**config.mk**
```make
export PLATFORM = sky130hd
export DESIGN_NAME = ctrl_word_sequencer_flat
export DESIGN_NICKNAME = d
export VERILOG_FILES = /design/src/rtl/ctrl_word_sequencer_if.sv /design/src/rtl/ctrl_word_sequencer.sv /design/src/flat_wrapper.sv
export SDC_FILE = /design/constraint.sdc
export NUM_CORES = 1
export LEC_CHECK = 0
export ABC_AREA = 1
export BUFFER_PORTS_ARGS = -buffer_cell sky130_fd_sc_hd__buf_2
export CAP_MARGIN = 20
export CORE_MARGIN = 8
export CORE_UTILIZATION = 51
export CTS_BUF_LIST = sky130_fd_sc_hd__clkbuf_4 sky130_fd_sc_hd__clkbuf_8
export CTS_CLUSTER_DIAMETER = 100
export CTS_CLUSTER_SIZE = 40
export DETAILED_ROUTE_END_ITERATION = 12
export PLACE_DENSITY = 0.76
export SYNTH_ARGS = -nofsm -noshare
export SYNTH_HDL_FRONTEND = slang
export SYNTH_SLANG_ARGS = --single-unit
```
**constraint.sdc**
```tcl
create_clock -name clk -period 2 [get_ports clk]
set_input_delay 0.2 -clock clk [delete_from_list [all_inputs] [get_ports clk]]
set_output_delay 0.2 -clock clk [all_outputs]
set_load 0.05 [all_outputs]
```
**src/rtl/ctrl_word_sequencer_if.sv**
```systemverilog
// rtl/ctrl_word_sequencer_if.sv - request and control-word handshake bundle for ctrl_word_sequencer
// master drives requests and accepts words; slave is the sequencer.
interface ctrl_word_sequencer_if;
  logic       req_valid;
  logic       req_ready;
  logic [2:0] req_op;
  logic [3:0] req_len;
  logic       cw_valid;
  logic       cw_ready;
  logic [6:0] cw;

  modport master (
    output req_valid, req_op, req_len, cw_ready,
    input  req_ready, cw_valid, cw
  );

  modport slave (
    input  req_valid, req_op, req_len, cw_ready,
    output req_ready, cw_valid, cw
  );
endinterface

```
**src/rtl/ctrl_word_sequencer.sv**
```systemverilog
// rtl/ctrl_word_sequencer.sv - expands buffered requests into prologue/body/epilogue control words
// Requests sit in a 2-entry FIFO; a single FSM issues one registered word per accepted handshake.
module ctrl_word_sequencer (
  input  logic                   clk,
  input  logic                   rst_n,
  ctrl_word_sequencer_if.slave   bus,
  input  logic                   abort,
  output logic                   busy,
  output logic                   done,
  output logic                   err
);
  localparam int FIFO_DEPTH = 2;
  localparam logic [1:0] PH_PRO  = 2'b01;
  localparam logic [1:0] PH_BODY = 2'b10;
  localparam logic [1:0] PH_EPI  = 2'b11;
  localparam logic [2:0] OP_RSVD = 3'b111;

  typedef enum logic [1:0] {IDLE, PRO, BODY, EPI} state_t;

  state_t     state;
  logic [6:0] fifo_mem [FIFO_DEPTH];
  logic       wr_ptr;
  logic       rd_ptr;
  logic [1:0] count;
  logic [2:0] op_q;
  logic [3:0] cnt;
  logic       cw_valid_q;
  logic [6:0] cw_q;

  logic       empty;
  logic       full;
  logic       hs;
  logic       reserved;
  logic       push;
  logic       pop;
  logic       accept;
  logic [2:0] head_op;
  logic [3:0] head_len;
  logic [3:0] cnt_dec;

  assign empty    = (count == 2'd0);
  assign full     = (count == 2'(FIFO_DEPTH));
  assign hs       = bus.req_valid & ~full;
  assign reserved = (bus.req_op == OP_RSVD);
  assign push     = hs & ~reserved & ~abort;
  assign accept   = cw_valid_q & bus.cw_ready;
  // EPI pops on its own acceptance so back-to-back requests run without a bubble
  assign pop      = ~empty & ~abort & ((state == IDLE) | ((state == EPI) & accept));
  assign head_op  = fifo_mem[rd_ptr][6:4];
  assign head_len = fifo_mem[rd_ptr][3:0];
  assign cnt_dec  = cnt - 4'd1;

  assign bus.req_ready = ~full;
  assign bus.cw_valid  = cw_valid_q;
  assign bus.cw        = cw_q;
  assign busy          = (state != IDLE) | ~empty;

  always_ff @(posedge clk or negedge rst_n) begin
    if (!rst_n) begin
      state      <= IDLE;
      for (int i = 0; i < FIFO_DEPTH; i++) fifo_mem[i] <= 7'h00;
      wr_ptr     <= 1'b0;
      rd_ptr     <= 1'b0;
      count      <= 2'd0;
      op_q       <= 3'd0;
      cnt        <= 4'd0;
      cw_valid_q <= 1'b0;
      cw_q       <= 7'h00;
      done       <= 1'b0;
      err        <= 1'b0;
    end else if (abort) begin
      state      <= IDLE;
      wr_ptr     <= 1'b0;
      rd_ptr     <= 1'b0;
      count      <= 2'd0;
      cw_valid_q <= 1'b0;
      cw_q       <= 7'h00;
      done       <= 1'b0;
      err        <= 1'b0;
    end else begin
      done <= 1'b0;
      err  <= hs & reserved;
      if (push) begin
        fifo_mem[wr_ptr] <= {bus.req_op, bus.req_len};
        wr_ptr           <= ~wr_ptr;
      end
      if (pop) rd_ptr <= ~rd_ptr;
      count <= count + 2'(push) - 2'(pop);

      case (state)
        IDLE: begin
          if (!empty) begin
            state      <= PRO;
            op_q       <= head_op;
            cnt        <= head_len;
            cw_valid_q <= 1'b1;
            cw_q       <= {head_op, PH_PRO, 2'b00};
          end
        end
        PRO, BODY: begin
          // cnt tracks body words still owed after the word being issued
          if (accept) begin
            if (cnt != 4'd0) begin
              state <= BODY;
              cnt   <= cnt_dec;
              cw_q  <= {op_q, PH_BODY, cnt_dec[1:0]};
            end else begin
              state <= EPI;
              cw_q  <= {op_q, PH_EPI, 2'b00};
            end
          end
        end
        EPI: begin
          if (accept) begin
            done <= 1'b1;
            if (!empty) begin
              state <= PRO;
              op_q  <= head_op;
              cnt   <= head_len;
              cw_q  <= {head_op, PH_PRO, 2'b00};
            end else begin
              state      <= IDLE;
              cw_valid_q <= 1'b0;
              cw_q       <= 7'h00;
            end
          end
        end
        default: state <= IDLE;
      endcase
    end
  end
endmodule
```
**src/flat_wrapper.sv**
```systemverilog
// flat-port wrapper written by rule: the top's interface ports become plain ports
module ctrl_word_sequencer_flat 
  (clk, rst_n, abort, busy, done, err, bus_req_valid, bus_req_op, bus_req_len, bus_cw_ready, bus_req_ready, bus_cw_valid, bus_cw);
  ctrl_word_sequencer_if bus_i ();
  input  logic clk;
  input  logic rst_n;
  input  logic abort;
  output logic busy;
  output logic done;
  output logic err;
  input wire logic [$bits(bus_i.req_valid)-1:0] bus_req_valid;
  input wire logic [$bits(bus_i.req_op)-1:0] bus_req_op;
  input wire logic [$bits(bus_i.req_len)-1:0] bus_req_len;
  input wire logic [$bits(bus_i.cw_ready)-1:0] bus_cw_ready;
  output wire logic [$bits(bus_i.req_ready)-1:0] bus_req_ready;
  output wire logic [$bits(bus_i.cw_valid)-1:0] bus_cw_valid;
  output wire logic [$bits(bus_i.cw)-1:0] bus_cw;
  assign bus_i.req_valid = bus_req_valid;
  assign bus_i.req_op = bus_req_op;
  assign bus_i.req_len = bus_req_len;
  assign bus_i.cw_ready = bus_cw_ready;
  assign bus_req_ready = bus_i.req_ready;
  assign bus_cw_valid = bus_i.cw_valid;
  assign bus_cw = bus_i.cw;
  ctrl_word_sequencer u_core (.clk(clk), .rst_n(rst_n), .bus(bus_i), .abort(abort), .busy(busy), .done(done), .err(err));
endmodule
```
; ---- Yosys cells after proc, flatten, opt, wreduce, memory -nomap -nowiden
; Index checks and enable logic that the tools add are counted.
[word_totals]
input_bits = 12
wordCells = 105
output_inout_bits = 12
reg_bits = 37
[classes]
reduce_logical = 15
magnitude_cmp = 3
n_mux = 42
add_sub_neg = 3
bitwise_logic = 18
n_eq_ne = 12
[ops]
columns = operator, n
row1 = 2-to-1 mux 7 bit, 9
row2 = case mux 7 bit (3 select lines), 1
row3 = 2-to-1 mux 4 bit, 4
row4 = bitwise mux 14 bit, 1
row5 = 2-to-1 mux 1 bit, 14
row6 = case mux 4 bit (3 select lines), 1
row7 = 2-to-1 mux 2 bit, 5
row8 = 2-to-1 mux 3 bit, 3
row9 = "inequality test 3 x 2 -> 1 bit, second input constant", 3
row10 = AND 1 bit, 8
row11 = AND reduction 4 bit, 2
row12 = nonzero test 2 bit, 4
row13 = demux 7 bit (select 1 bit), 1
row14 = "equality test 2 bit, second input constant", 3
row15 = "inequality test 2 x 1 -> 1 bit, second input constant", 3
row16 = NOT 1 bit, 6
row17 = case mux 2 bit (3 select lines), 1
row18 = case mux 3 bit (2 select lines), 1
row19 = AND reduction 3 bit, 2
row20 = "greater-or-equal comparator 2 bit, second input constant", 2
row21 = zero test 2 bit, 2
row22 = NOT 1 -> 2 bit, 2
row23 = nonzero test 4 bit, 1
row24 = "subtractor 4 x 1 -> 4 bit, second input constant", 1
row25 = 12 further kinds, 13

; ---- Logic depth before layout (Yosys ltp)
; Gate-level depths: netlist of run 1.
[logic_depth]
depth_word = 8
ltp_mapped = 10
ltp_nobuf = 10

; ---- Least setup slack after synthesis of run 1
; No wires, ideal clock.
[synth_timing]
path_kind = register to register
start = register, netlist name u_core.bus.cw[2]
end = register u_core.count[1]
setup_ns = 0.118
path_buffers = 0
stages_incl_launch_ff = 11
arrival_time_ns = 1.963
synth_period_minus_slack_ns = 2.082
required_time_ns = 1.882
slack_ns = -0.082
path_cell_list = dfrtp_1 > inv_1 > ha_1 > o21bai_1 > nand3_1 > inv_1 > ha_1 > inv_1 > ha_1 > xor2_1 > nor2_1
[synth_rtl]
columns = element, line
row1 = end signal: assignment, ctrl_word_sequencer.sv:88  ; count <= count + 2'(push) - 2'(pop);
row2 = end: declaration, ctrl_word_sequencer.sv:24  ; logic [1:0] count;

==> reports/summary.txt, run 1 <==
outcome - complete, but fails checks
failing checks - hold timing
Seq pwr share - 0.358
Max clock buf depth - 2
FF-to-FF path depth - 10
Setup TNS - 0 ns
drt drc - 0
die height - 77.6 µm
Mapped Area - 1940 µm²
GR Overflow Total - 0
WP data arrival - 2.03 ns
number of global-route vias before repair - 1536
Max Cap Violations - 0
Worst-Margin Slew - 0.778 ns
top-area cell type share of the netlist area - 0.452
Compound-Gate Fraction of Synth Area - 0.0931
clock sink count - 35
Root Driver - clkbuf_8
CTS Hold Buffers Added - 0
worst clock skew - 0.00881 ns
final design utilization - 0.591
P&R area growth vs syn - 11.7%
P_sw - 1.50 mW
Port Buffer Count - 23
drt initial violations - 111
syn nets - 256
cells after synthesis - 237
syn avg cell area - 8.17 µm²
Peak supply drop - 0.555 mV
fill count - 330
post-DR wirelength/cell - 12.2 µm
Startpoint Class - flip-flop
final hold viol count - 21
Post-DP HPWL - 2730 µm
First-pass DRT Iterations - 4
# IOs - 24
synth unique cells - 26
Combinational Power Share - 0.481
crit end category - flip-flop
largest area contributor in the netlist - dfrtp_1
Antenna Nets Post-Route - 0
Yosys warnings - 0
Hold WC Path Type - in -> async
Period minus WS final - 1.85 ns
initial antenna violation count - 0
switching share of total power - 0.462
CTS H-tree depth - 2
crit path kind - reg -> reg
power per cell area - 1500 nW/µm²
clock network fraction of total power - 0.161
flop and latch count out of synthesis - 35
Slew Limit Fails - 0
Final period util - 0.927
first-pass GRT wire length - 6760 µm
post-synthesis mux area share - 0
main combinational cell family by area after synthesis - simple AND/OR/NAND/NOR gates
routed vias/inst - 4.88
sequential area share after synthesis - 0.452
ant diodes - 0
critical path data required time - 2.18 ns
Die Span X - 77.6 µm
CTS Buf Count - 5
Hold Worst Slack - -0.0130 ns
Crit Path Max Fanout - 5
share of cells above drive strength 1 - 0.239
GRT Overall Usage - 0.136
via count - 1521
Site Rows - 22
Max Fclk - 0.539 GHz
core area - 3660 µm²
CTS tree - done
Final #Nets - 282
largest net degree at the start of global routing - 36
CTS clk-pin slew, worst paths - 0.07 ns
Worst slew margin - 0.481
P_leak - 1.19 nW
Final Routed Wirelength - 3790 µm
DIE AREA - 6020 µm²
XOR/XNOR Fraction of Synth Area - 0.00905
later-pin clock latency in the skew report - 0.29 ns
synth top area cells - dfrtp_1 (45%), nand2_1 (16%), nand3_1 (5.7%)
RSZ-0062 raised after global routing - no
simple-gate share of the synthesized area - 0.317
Internal Pwr Total - 1.75 mW
adder-cell share of the synthesized area - 0.0452
Starting Density - 0.529
setup-violating endpoint count in the final report - 0
GPL Wtd Cong - 0.775
==> layout by cell type (no fill, tap or decap) <==
master / n
buf_2: 23
clkbuf_4: 2
o21ai_0: 9
nor2_1: 14
xnor2_1: 1
clkbuf_8: 5
a21oi_1: 1
or2_1: 1
ha_2: 1
inv_2: 3
nand4_1: 3
nand4_2: 3
o21ai_1: 2
nor3_1: 3
dfrtp_1: 33
inv_1: 23
ha_1: 6
buf_4: 2
nor2_4: 3
o21ai_2: 11
nand2_1: 81
dfrtp_2: 2
inv_4: 1
nand3_1: 22
clkinv_2: 1
o21bai_1: 1
a21oi_4: 1
xor2_1: 1
nand2_2: 4
nand3_2: 1
==> cell type report <==
type | count | area, µm² | share of cell area
multi-input combinational | 169 | 901 | 0.417
sequential | 35 | 878 | 0.406
timing repair buffer | 25 | 130 | 0.0602
inverter | 27 | 104 | 0.0480
clock buffer | 7 | 83.8 | 0.0388
tap | 48 | 60.1 | 0.0278
clock inverter | 1 | 5.00 | 0.00231
==> cells in the mapped netlist <==
| library cell | count |
|---|---|
| ha_1 | 7 |
| buf_2 | 1 |
| inv_4 | 1 |
| o21bai_1 | 1 |
| inv_1 | 23 |
| inv_2 | 3 |
| nand4_1 | 3 |
| o21ai_0 | 9 |
| o21ai_2 | 11 |
| xnor2_1 | 1 |
| nand2_2 | 4 |
| nor2_1 | 14 |
| nand4_2 | 3 |
| o21ai_1 | 2 |
| nor2_4 | 3 |
| nand3_1 | 22 |
| buf_4 | 1 |
| nand3_2 | 1 |
| dfrtp_1 | 35 |
| a21oi_1 | 1 |
| a21oi_4 | 1 |
| xor2_1 | 1 |
| buf_6 | 4 |
| nor3_1 | 3 |
| nand2_1 | 81 |
| or2_1 | 1 |
==> worst max-delay path, cell delays in order (launching register included) <==
cell and delay, ns:
dfrtp_2 0.42, ha_1 0.25, inv_1 0.13, o21bai_1 0.10, nand3_1 0.09, inv_1 0.05, ha_1 0.26, inv_1 0.04
ha_1 0.17, xor2_1 0.16, nor2_1 0.05
==> state kept, by name (all words and copies together), names as in the netlist <==
register             cells
u_core.bus.cw            7
u_core.bus.cw_valid      1
u_core.cnt               4
u_core.count             2
u_core.done              1
u_core.err               1
u_core.fifo_mem         14
u_core.op_q              3
u_core.rd_ptr            1
u_core.wr_ptr            1
==> cell families (layout without fill, tap and decap cells) <==
logic type	Yosys count	in the layout
simple gates	135	135
flops	35	35
buf+inv	33	60
compound gates	25	25
fa+ha+maj	7	7
xor+xnor	2	2
==> power by group through the flow <==
stage	logic (mW)	clock network, mW	registers, mW
after global placement	1.52	0	1.16
after floorplan	1.09	0	1.32
after CTS	1.57	0.540	1.16
after detailed placement	1.55	0	1.18
final	1.56	0.524	1.16
after global routing	1.78	0.567	1.20
==> final timing paths <==
| kind | from | endpoint | slack (ns) |
|---|---|---|---|
| max | u_core.bus.cw[2]$_DFFE_PN0P_ | u_core.count[1]$_DFF_PN0_ | 0.15 |
| min in group clk | bus_req_len[3] | u_core.fifo_mem[3]$_DFFE_PN0P_ | 0.18 |
| min reg2reg | u_core.bus.cw[0]$_DFFE_PN0P_ | u_core.bus.cw[0]$_DFFE_PN0P_ | 0.47 |
| max in group asynchronous | rst_n | u_core.bus.cw[3]$_DFFE_PN0P_ | 1.48 |
| max reg2reg | u_core.bus.cw[2]$_DFFE_PN0P_ | u_core.count[1]$_DFF_PN0_ | 0.15 |
| min | rst_n | u_core.count[1]$_DFF_PN0_ | -0.01 |
==> timing repair <==
item | in CTS | in global routing
hold endpoints to repair | 0 | 0
gates resized for setup | 0 | 1
setup buffers | 0 | 0
endpoints found under the setup margin | 0 | 1
==> through the flow <==
stage	total power [mW]	setup slack [ns]	cells	instance area [µm²]
3_5_place_dp	2.73	0.168	304	2070
2_1_floorplan	2.40	0.0749	237	1940
6_report	3.25	0.145	312	2160
3_3_place_gp	2.68	0.218	304	2070
5_1_grt	3.55	0.00317	312	2160
4_1_cts	3.27	0.153	312	2160
==> metal layers <==
| metal | up-vias | GRT usage | routed length, µm |
|---|---|---|---|
| met1 | 687 | 0.158 | 1820 |
| met5 | - | 0 | 0 |
| li1 | 808 | - | - |
| met4 | 0 | 0.0566 | 51 |
| met3 | 6 | 0.0484 | 141 |
| met2 | 20 | 0.222 | 1780 |
Power figures use the tool's default switching activity.
==> run 2: changes to the inputs <==
--- a/config.mk
+++ b/config.mk
@@ -9,12 +9,11 @@
 export BUFFER_PORTS_ARGS = -buffer_cell sky130_fd_sc_hd__buf_2
 export CAP_MARGIN = 20
 export CORE_MARGIN = 8
-export CORE_UTILIZATION = 51
+export CORE_UTILIZATION = 40
 export CTS_BUF_LIST = sky130_fd_sc_hd__clkbuf_4 sky130_fd_sc_hd__clkbuf_8
 export CTS_CLUSTER_DIAMETER = 100
 export CTS_CLUSTER_SIZE = 40
 export DETAILED_ROUTE_END_ITERATION = 12
-export PLACE_DENSITY = 0.76
 export SYNTH_ARGS = -nofsm -noshare
 export SYNTH_HDL_FRONTEND = slang
 export SYNTH_SLANG_ARGS = --single-unit
==> run 2 against run 1 <==
Against the previous run:
- the run now ends clean
- routed wire length is 5.7% higher
- highest routed layer unchanged
- hold slack better by 0.17 ns
- worst setup slack better by 0.021 ns
- clock skew is 0.00093 ns higher
- clock-buffer cell count is 1 lower
- critical path type unchanged
- largest power group unchanged
- cell count is 2.9% higher
- non-clock buffer count is 3 higher
==> reports/summary.txt, run 2 (same netlist as run 1, synthesis figures left out) <==
largest net degree at the start of global routing - 26 (-28%)
GRT Overall Usage - 0.121 (-0.0151)
Max Fclk - 0.545 GHz (+1.1%)
post-DR wirelength/cell - 12.5 µm (+2.7%)
First-pass DRT Iterations - 4 (unchanged)
WP data arrival - 2.01 ns (-0.02 ns)
Final Routed Wirelength - 4010 µm (+5.7%)
final hold viol count - 0 (-100%)
DIE AREA - 7320 µm² (+22%)
Setup WS post-layout - 0.166 ns (+0.0210 ns)
setup-violating endpoint count in the final report - 0 (unchanged)
Root Driver - clkbuf_8
commonest non-fill, non-tap cell in the layout - nand2_1
Site Rows - 25 (+14%)
register area - 878 µm² (unchanged)
outcome - finished clean
GR Overflow Total - 0 (unchanged)
clock sink count - 35 (unchanged)
later-pin clock latency in the skew report - 0.29 ns (about the same)
drt drc - 0 (unchanged)
Peak supply drop - 0.546 mV (-1.5%)
Starting Density - 0.413 (-0.116)
first-pass GRT wire length - 7040 µm (+4.1%)
post_cts resized - 0 (unchanged)
Setup TNS - 0 ns (unchanged)
Final #Nets - 285 (+1.1%)
GPL Wtd Cong - 0.762 (-1.8%)
initial antenna violation count - 0 (unchanged)
# IOs - 24 (unchanged)
ant diodes - 0 (unchanged)
CTS clk-pin slew, worst paths - 0.08 ns (about the same)
Crit Path Max Fanout - 5 (unchanged)
drt initial violations - 102 (-8.1%)
Slew Limit Fails - 0 (unchanged)
number of global-route vias before repair - 1538 (+0.13%)
P_leak - 1.20 nW (+0.83%)
hold path depth - 3
R2R Path Start - u_core.bus.cw[2]$_DFFE_PN0P_
Startpoint Class - flip-flop
P&R area growth vs syn - 13.3%
RSZ-0062 raised after global routing - no
Post-DP HPWL - 2940 µm (+7.6%)
Max Cap Violations - 0 (unchanged)
max FFs per register - 14 (unchanged)
CTS H-tree depth - 2 (unchanged)
crit end category - flip-flop
dpl ws - 0.182 ns (+0.0134 ns)
most frequent cells in the layout - nand2_1 (81), dfrtp_1 (33), inv_1 (23), buf_2 (23), nand3_1 (22)
Port Buffer Count - 23 (unchanged)
CTS tree - done
routed vias/inst - 4.83 (-0.89%)
CP startpoint - u_core.bus.cw[2]$_DFFE_PN0P_
RR Endpoint - u_core.count[1]$_DFF_PN0_
via count - 1551 (+2.0%)
Hold WC Path Type - in -> reg
Worst-Margin Slew - 0.591 ns (-0.187 ns)
Worst slew margin - 0.606 (+0.125)
Max clock buf depth - 2 (unchanged)
Antenna Nets Post-Route - 0 (unchanged)
die height - 85.6 µm (+10%)
Worst Hold Path EP - u_core.fifo_mem[4]$_DFFE_PN0P_
critical path data required time - 2.18 ns (about the same)
core area - 4690 µm² (+28%)
CTS Buf Count - 5 (unchanged)
Top reg by flops - u_core.fifo_mem
share of cells above drive strength 1 - 0.240 (+0.00106)
Reg2Reg Setup Slack - 0.17 ns (+0.02 ns)
fill count - 483 (+46%)
Period minus WS final - 1.83 ns (-0.0210 ns)
Final period util - 0.917 (-0.0105)
worst clock skew - 0.00974 ns (+0.000925 ns)
area occupied by multi-input gates - 898 µm² (-0.28%)
Post-CTS Setup Bufs - 0 (unchanged)
crit path kind - reg -> reg
Die Span X - 85.6 µm (+10%)
power per cell area - 1490 nW/µm² (-1.1%)
hold path startpoint - bus_req_op[0]
FF-to-FF path depth - 10 (unchanged)
-- run 2: worst max path at each step --
| stage | slack, ns | cells after the start | to |
|---|---|---|---|
| 2_1_floorplan | 0.07 | 10 | u_core.count[1]$_DFF_PN0_ |
| 3_3_place_gp | 0.21 | 10 | u_core.count[1]$_DFF_PN0_ |
| 3_5_place_dp | 0.18 | 10 | u_core.count[1]$_DFF_PN0_ |
| 4_1_cts | 0.16 | 10 | u_core.count[1]$_DFF_PN0_ |
| 5_1_grt | 0.003 | 10 | u_core.count[1]$_DFF_PN0_ |
| 6_report | 0.17 | 10 | u_core.count[1]$_DFF_PN0_ |
-- run 2: per-stage QoR --
step	utilization	instance area [µm²]	power, mW	std cells	hold slack (ns)
floorplan	-	1940	2.40	237	-0.0956
global placement	0.446	2090	2.72	312	0.238
detailed placement	0.446	2090	2.74	312	0.246
CTS	0.467	2190	3.29	321	0.158
global route	0.467	2190	3.55	321	0.175
finish	0.467	2190	3.26	321	0.161
-- run 2: timing repair --
action                                 CTS  global route
endpoints found under the hold margin   24             0
hold buffers                             1             0
setup endpoints to repair                0             0
-- run 2: layout make-up --
| class | count | area share |
|---|---|---|
| Clock buffer | 6 | 0.0348 |
| Clock inverter | 2 | 0.00571 |
| Inverter | 27 | 0.0474 |
| Multi-Input combinational cell | 169 | 0.410 |
| Sequential cell | 35 | 0.401 |
| Tap cell | 54 | 0.0308 |
| Timing Repair Buffer | 28 | 0.0708 |
-- run 2: per-layer routing --
metal | routed length, µm | global-route usage | vias up
met2 | 1820 | 0.188 | 21
li1 | - | - | 813
met1 | 1980 | 0.149 | 711
met5 | 0 | 0 | -
met4 | 70 | 0.0669 | 0
met3 | 144 | 0.0325 | 6
-- run 2: critical path, stage by stage, from the launching register on --
cell	delay, ns
dfrtp_2	0.43
ha_1	0.26
inv_1	0.12
o21bai_1	0.10
nand3_1	0.09
inv_1	0.05
ha_1	0.26
inv_1	0.04
ha_1	0.18
xor2_1	0.15
nor2_1	0.05
-- run 2: report_power, final --
part / total [mW] / switching [mW] / internal (mW) / leakage, nW
sequential: 1.16 / 0.184 / 0.978 / 0.452
combinational: 1.57 / 1.07 / 0.501 / 0.705
clock: 0.529 / 0.271 / 0.257 / 0.0446
